$ cat config.mk
export PLATFORM = sky130hd
export DESIGN_NAME = register_file_ctl
export DESIGN_NICKNAME = d
export VERILOG_FILES = /design/src/rtl/register_file_ctl.sv
export SDC_FILE = /design/constraint.sdc
export NUM_CORES = 1
export LEC_CHECK = 0
export ABC_AREA = 1
export CORE_MARGIN = 1.5
export CORE_UTILIZATION = 53
export DETAILED_ROUTE_END_ITERATION = 8
export PLACE_DENSITY = 0.77
export SLEW_MARGIN = 10
export SYNTH_ARGS = -nofsm -noshare
export SYNTH_HDL_FRONTEND = slang
export SYNTH_SLANG_ARGS = --single-unit
export TNS_END_PERCENT = 10
$ cat constraint.sdc
create_clock -name clock -period 1.9 [get_ports clock]
set_clock_uncertainty 0.2 [all_clocks]
set_input_delay 0.38 -clock clock [delete_from_list [all_inputs] [get_ports clock]]
set_output_delay 0.38 -clock clock [all_outputs]
set_load 0.01 [all_outputs]
$ cat src/rtl/register_file_ctl.sv
// Parametrised register file with PC auto-increment, SP push/pop adjust and a sticky stack fault.
// Two combinational read ports with optional same-cycle write forwarding.
module register_file_ctl #(
  parameter int WIDTH    = 8,
  parameter int NUM_REGS = 13,
  parameter int ADDR_W   = 4,
  parameter int PC_ID    = 12,
  parameter int SP_ID    = 10,
  parameter logic [WIDTH-1:0] PC_RESET = '0,
  parameter logic [WIDTH-1:0] SP_RESET = '1,
  parameter int BYPASS   = 1
) (
  input  logic              clock,
  input  logic              reset_n,
  input  logic [ADDR_W-1:0] read1_id,
  output logic [WIDTH-1:0]  read1_value,
  input  logic [ADDR_W-1:0] read2_id,
  output logic [WIDTH-1:0]  read2_value,
  input  logic              write_en,
  input  logic [ADDR_W-1:0] write_id,
  input  logic [WIDTH-1:0]  write_value,
  input  logic              pc_inc,
  input  logic [1:0]        sp_op,
  output logic [WIDTH-1:0]  pc_value,
  output logic [WIDTH-1:0]  sp_value,
  output logic              sp_fault
);

  localparam logic [ADDR_W:0]   NUM_REGS_W = NUM_REGS[ADDR_W:0];
  localparam logic [ADDR_W-1:0] SP_IDX     = SP_ID[ADDR_W-1:0];
  localparam logic [WIDTH-1:0]  ALL_ONES   = '1;
  localparam logic [WIDTH-1:0]  ONE        = WIDTH'(1);

  if (PC_ID == SP_ID || PC_ID >= NUM_REGS || SP_ID >= NUM_REGS ||
      NUM_REGS < 2 || NUM_REGS > (2 ** ADDR_W)) begin : g_bad_cfg
    $error("register_file_ctl: illegal PC_ID/SP_ID/NUM_REGS/ADDR_W combination");
  end

  logic [NUM_REGS-1:0][WIDTH-1:0] regs;
  logic [NUM_REGS-1:0][WIDTH-1:0] regs_nxt;
  logic                           fault_nxt;
  logic                           write_in_range;

  assign write_in_range = write_en && ({1'b0, write_id} < NUM_REGS_W);

  // Adjusts first, explicit write last so a write to PC/SP always wins.
  always_comb begin
    regs_nxt  = regs;
    fault_nxt = sp_fault;
    if (pc_inc) begin
      regs_nxt[PC_ID] = regs[PC_ID] + ONE;
    end
    case (sp_op)
      2'b01: begin
        if (regs[SP_ID] == '0) fault_nxt = 1'b1;
        else                   regs_nxt[SP_ID] = regs[SP_ID] - ONE;
      end
      2'b10: begin
        if (regs[SP_ID] == ALL_ONES) fault_nxt = 1'b1;
        else                         regs_nxt[SP_ID] = regs[SP_ID] + ONE;
      end
      default: ;
    endcase
    for (int i = 0; i < NUM_REGS; i++) begin
      if (write_en && write_id == ADDR_W'(i)) begin
        regs_nxt[i] = write_value;
      end
    end
    if (write_en && write_id == SP_IDX) begin
      fault_nxt = 1'b0;
    end
  end

  always_ff @(posedge clock or negedge reset_n) begin
    if (!reset_n) begin
      for (int i = 0; i < NUM_REGS; i++) begin
        regs[i] <= '0;
      end
      regs[PC_ID] <= PC_RESET;
      regs[SP_ID] <= SP_RESET;
      sp_fault    <= 1'b0;
    end else begin
      regs     <= regs_nxt;
      sp_fault <= fault_nxt;
    end
  end

  // Out-of-range ids read as zero; forwarding never applies to dropped writes.
  always_comb begin
    read1_value = '0;
    read2_value = '0;
    for (int i = 0; i < NUM_REGS; i++) begin
      if (read1_id == ADDR_W'(i)) read1_value = regs[i];
      if (read2_id == ADDR_W'(i)) read2_value = regs[i];
    end
    if (BYPASS != 0 && write_in_range) begin
      if (write_id == read1_id) read1_value = write_value;
      if (write_id == read2_id) read2_value = write_value;
    end
  end

  assign pc_value = regs[PC_ID];
  assign sp_value = regs[SP_ID];

endmodule

==> results.json, run 1 <==
{
  "drt-total-wl_um": 26740,
  "layout_setup_ws_ns": -0.6714,
  "crit_family": "simple AND/OR/NAND/NOR gates",
  "cts_buffers": 9,
  "comb_power_share_pct": 42.0,
  "antenna_cells": 0,
  "cp-start-kind": "primary input",
  "final_common_cell": "nand2_1",
  "fp.dieH_um": 116.2,
  "hold_slack_ns": 0.2218,
  "period_minus_slack_ns": 2.571,
  "path_cells": "buf_6 -> nor2_4 -> buf_4 -> nand3_1 -> nand3_2 -> nor2_1 -> nand4_1 -> nand2_1 -> nand4_1 -> nand2_1 -> a21oi_2 -> buf_2",
  "synth_area_per_cell_um2": 6.871,
  "mappedNetlistArea_um2": 6795,
  "cp-end-kind": "output pin",
  "htree_levels": 3,
  "synth_edf_count": 0,
  "grt_pass1_wl_um": 40310,
  "critPathMaxFanout": 8,
  "cts_buffer_depth": 2,
  "required_ns": 1.32,
  "fp-row-count": 41,
  "hpwl_um": 17190,
  "power.internal_mw": 5.639,
  "place_congestion": 1.037,
  "fmax_mhz": 388.9,
  "synth-seq-area-share_pct": 38.81,
  "power_switching_mw": 3.539,
  "rsz0062_at_grt": "true",
  "crit_type": "primary input to output pin",
  "ios": 59,
  "ir_drop_v": 0.0009906,
  "synth-seq-cells": 105,
  "ys_types": 33,
  "slowest_delay_ns": 0.28,
  "drcViolationCount": 0,
  "syn_inst": 989,
  "final-setup-viol-count": 24,
  "p_clk_share_pct": 20.7,
  "clockRootBuffer": "clkbuf_16",
  "setup_tns_ns": -10.05,
  "hp-class": "primary input to asynchronous set/reset pin",
  "antenna_found_initial": 0,
  "design.die.area_um2": 13510,
  "async_flop_share_pct": 100.0,
  "finalHoldViolations": 0,
  "swShare_pct": 38.56,
  "first_pass_iters": 7,
  "maxSlewViolCount": 0,
  "run_status": "finished with violations",
  "tightest_slew_ns": 0.7276,
  "drt-initial-drc-count": 1086,
  "design.core.area_um2": 12570,
  "ys_warn_count": 0,
  "grt_pass1_vias": 7554,
  "max_slew_margin_pct": 51.44,
  "clk_pin_slew_ns": 0.08,
  "grt_max_degree": 54,
  "portBuffers": 58,
  "dpl_cell_area_um2": 8745,
  "crit_arrival_ns": 1.99,
  "final_nets": 1234,
  "gr-usage-all-layers_pct": 40.08,
  "post-route-period-util_pct": 135.3,
  "seqPwrFrac_pct": 37.3,
  "violations": "negative setup slack",
  "stdcell_count": 1377,
  "overflow": 0,
  "dp.cells": 1332,
  "clk_latency_ns": 0.37,
  "cap_violations": 0,
  "path_buf_inv": 3,
  "ys.flop_type": "dfrtp_1",
  "clock-sinks": 105,
  "wl_per_cell_um": 19.42,
  "final_area_um2": 9813,
  "area_delta_synth_final_pct": 44.41,
  "p_leak_nw": 4.784,
  "vias": 8072,
  "syn-num-nets": 1023,
  "slowest_stage": "nor2_4",
  "tritoncts": "built",
  "die_w_um": 116.2,
  "utilization_pct": 78.08,
  "layout_common_cells": "nand2_1, buf_4, inv_1",
  "drive_above_1_share_pct": 33.36,
  "via_per_inst": 5.862,
  "postRouteAntennaNets": 0,
  "start_util_pct": 54.07,
  "p_per_area_nw_per_um2": 935.3
}
registers in the layout, indices dropped and copies added (netlist names):
register,cells
sp_value,8
sp_fault,1
pc_value,8
regs,88
repair_timing:
item | CTS | global route
setup endpoints to repair | 74 | 28
cloned | 5 | 1
endpoints found under the hold margin | 52 | 0
resized for setup | 282 | 41
setup buffers | 22 | 2
pin swaps | 89 | 47
hold buffers | 1 | 0
cell type report:
| class | instances | area (um2) |
|---|---|---|
| Clock buffer | 9 | 225.2 |
| Multi-Input combinational cell | 711 | 3945 |
| Tap cell | 172 | 215.2 |
| Sequential cell | 105 | 2638 |
| Fill cell | 868 | 2755 |
| Clock inverter | 7 | 70.07 |
| Timing Repair Buffer | 252 | 2258 |
| Inverter | 121 | 461.7 |
per-stage QoR:
step                      total power [mW]  setup slack, ns
after global routing                 9.669          -0.7488
after floorplan                      5.154         -0.06446
after detailed placement             6.904           -1.479
final                                9.178          -0.6714
after CTS                            8.917          -0.5201
after global placement               6.821           -1.398
layer usage:
| metal | share of wire (%) | routed length [um] | track usage, % | vias to the layer above |
|---|---|---|---|---|
| met5 | 0 | 0 | 0 | - |
| li1 | - | - | - | 3621 |
| met2 | 44 | 11830 | 60.86 | 581 |
| met4 | 4.5 | 1209 | 16.91 | 0 |
| met3 | 11 | 2905 | 10.48 | 116 |
| met1 | 40 | 10800 | 54.58 | 3754 |
power groups by stage:
stage	combinational (mW)	clock, mW	sequential, mW
6_report	3.85	1.90	3.42
4_1_cts	3.66	1.89	3.36
3_3_place_gp	3.46	0	3.36
5_1_grt	4.21	1.99	3.46
2_1_floorplan	1.86	0	3.29
3_5_place_dp	3.53	0	3.37
path summary, 6_finish.rpt:
kind	start	to	slack, ns	depth (start not counted)
worst min register to register	regs[56]	regs[56]	0.30	2
min in group clock	regs[56]	regs[56]	0.30	2
worst min-delay path	reset_n	regs[6]	0.22	2
worst max register to register	sp_value[0]	sp_value[7]	-0.15	7
worst max-delay path	read1_id[0]	read1_value[6]	-0.67	12
max in group asynchronous	reset_n	sp_value[1]	0.62	3
kinds of logic after synthesis:
family | after synthesis | share of synthesized area [%]
buffers and inverters | 174 | 10.97
and+or+nand+nor | 504 | 32.33
AOI/OAI and AO/OA | 180 | 13.98
xor gates and xnor gates | 18 | 2.320
adders and majority gates | 8 | 1.583
DFF | 105 | 38.81
cell usage after synthesis (3+ instances only):
master	number	share of area, %
dfstp_2	8	3.1
o21ai_0	106	7.8
a21oi_1	59	4.3
o211ai_1	5	0.55
clkbuf_1	19	1.0
nand4_1	32	2.9
xor2_1	12	1.5
nand3_2	3	0.44
dfrtp_1	97	36
buf_2	13	0.96
ha_1	7	1.3
buf_4	20	2.2
nand2_1	266	15
inv_1	119	6.6
nor2_2	8	0.74
nor3_4	3	0.72
nand3_1	79	5.8
or2_2	3	0.28
a21oi_2	3	0.39
o221ai_1	6	0.77
nor2_1	99	5.5
xnor2_1	6	0.77
worst register-to-register path, cell delays in order, from the launching register on:
cell and delay [ns]:
dfstp_2 0.58, buf_6 0.14, nand4_1 0.10, or3_4 0.38
o211ai_1 0.13, nand2_1 0.15, buf_6 0.15, o221ai_1 0.14
(Power assumes the default switching activity.)
==> inputs of run 2 (changes only) <==
- SKIP_LAST_GASP: not set -> 1
==> run 2 against run 1 <==
The run still ends with negative setup slack left. Fmax increased by 0.57%. Hold slack improved by 0.0058 ns. Setup slack improved by 0.015 ns. Sequential cell count unchanged. Largest power group unchanged. Sequential power about the same. Final area shrank 1.4%. Global-route usage is 0.39 points higher. Clock-buffer cell count unchanged.
==> results.json, run 2 (synthesized netlist as in run 1, its figures left out) <==
{
  "fmax_mhz": 391.1,
  "dpl_cell_area_um2": 8745,
  "clock-sinks": 105,
  "maxSlewViolCount": 0,
  "cts_buffer_depth": 2,
  "design.core.area_um2": 12570,
  "crit_path_frequent_cell": "nand4_1",
  "place_congestion": 1.037,
  "wl_per_cell_um": 19.13,
  "layout_common_cells": "nand2_1, buf_4, inv_1",
  "violations": "negative setup slack",
  "crit_type": "primary input to output pin",
  "postRouteAntennaNets": 0,
  "drive_above_1_share_pct": 30.98,
  "layout_setup_ws_ns": -0.6567,
  "design.die.area_um2": 13510,
  "tightest_slew_ns": 0.6774,
  "vias": 8037,
  "via_per_inst": 5.841,
  "grt_max_degree": 54,
  "clk_pin_slew_ns": 0.08,
  "area_delta_synth_final_pct": 42.35,
  "final-setup-viol-count": 41,
  "final_area_um2": 9673,
  "ir_drop_v": 0.0009492,
  "post-route-period-util_pct": 134.6,
  "crit_arrival_ns": 1.98,
  "drt-total-wl_um": 26330,
  "max_slew_margin_pct": 54.79,
  "first_pass_iters": 6,
  "fp.dieH_um": 116.2,
  "ios": 59,
  "required_ns": 1.32,
  "clk_latency_ns": 0.37,
  "final_common_cell": "nand2_1",
  "hp-class": "primary input to asynchronous set/reset pin",
  "antenna_cells": 0,
  "p_total_mw": 9.072,
  "fp-row-count": 41,
  "period_minus_slack_ns": 2.557,
  "clockRootBuffer": "clkbuf_16",
  "rsz0062_at_grt": "true",
  "slowest_stage": "nor2_2",
  "htree_levels": 3,
  "n_fill_cell": 902,
  "path_cells": "buf_8 -> nor2_4 -> buf_4 -> buf_12 -> buf_4 -> nand3_1 -> nand4_1 -> nor2_2 -> nand4_1 -> nand2_1 -> nand4_1 -> nor2_1 -> nor2_2 -> buf_2",
  "tritoncts": "built",
  "dp.cells": 1332,
  "p_leak_nw": 4.685,
  "cp-start-kind": "primary input",
  "final_nets": 1233,
  "cts_buffers": 9,
  "hold_slack_ns": 0.2276,
  "critPathMaxFanout": 6,
  "overflow": 0,
  "slowest_delay_ns": 0.18,
  "cp-end-kind": "output pin",
  "die_w_um": 116.2,
  "finalHoldViolations": 0,
  "place_ws_ns": -1.479,
  "p_per_area_nw_per_um2": 937.9,
  "utilization_pct": 76.96,
  "setup_tns_ns": -13.76,
  "grt_pass1_wl_um": 40430,
  "run_status": "finished with violations",
  "top_register": "regs",
  "gr-usage-all-layers_pct": 40.48,
  "stdcell_count": 1376,
  "antenna_found_initial": 0,
  "largest_register_ffs": 88,
  "cap_violations": 0,
  "start_util_pct": 54.07,
  "drcViolationCount": 0,
  "drt-initial-drc-count": 1139,
  "hpwl_um": 17190,
  "grt_pass1_vias": 7527,
  "reg2reg_slack_ns": -0.19,
  "portBuffers": 58
}
## run 2: cell types whose count changed in the layout (fill, tap and decap cells not counted), moves of 3 or more
cell	previous run	this run
nand2_1	241	248
a21oi_1	47	51
buf_4	155	160
clkdlybuf4s50_1	11	28
ha_4	3	0
buf_6	32	23
nand2_4	7	4
nor2_2	19	16
a21oi_2	15	11
nand2_2	20	16
o21ai_0	96	100
dlygate4sd2_1	9	1
ha_1	4	7
## run 2: where the power goes
group	switching (mW)	total [mW]	internal, mW
clock	0.978	1.91	0.930
sequential	0.554	3.41	2.86
combinational	1.92	3.75	1.83
## run 2: metal layers
| metal | part of all wire, % | up-vias | global-route usage (%) |
|---|---|---|---|
| met5 | 0 | - | 0 |
| met4 | 3.9 | 0 | 16.02 |
| met3 | 11 | 108 | 11.68 |
| met2 | 44 | 519 | 61.69 |
| met1 | 41 | 3793 | 54.67 |
| li1 | - | 3617 | - |
## run 2: path summary, 6_finish.rpt
kind	from	end	cells after the start
max in group asynchronous	reset_n	sp_value[0]	3
min	reset_n	regs[6]	2
min in group clock	regs[56]	regs[56]	2
max	read1_id[3]	read1_value[3]	14
max reg2reg	sp_value[2]	sp_value[3]	10
min reg2reg	regs[56]	regs[56]	2
## run 2: final cells by class
cell class	instances	area, um2	share of cell area [%]
Multi-Input combinational cell	711	3845	39.75
Sequential cell	105	2638	27.27
Timing Repair Buffer	251	2218	22.93
Inverter	121	461.7	4.773
Clock buffer	9	225.2	2.328
Tap cell	172	215.2	2.225
Clock inverter	7	70.07	0.7244
## run 2: worst max-delay path: cells and delay by family
family / cells / cell delay, ns
AND/OR/NAND/NOR: 9 / 0.96
buffers and inverters: 5 / 0.62
## run 2: what timing repair did
action	CTS	global route
setup buffers	22	2
pin swaps	76	17
gates cloned	5	0
hold buffers	1	0
hold endpoints to repair	52	0
setup endpoints to repair	74	41
gates resized for setup	236	17
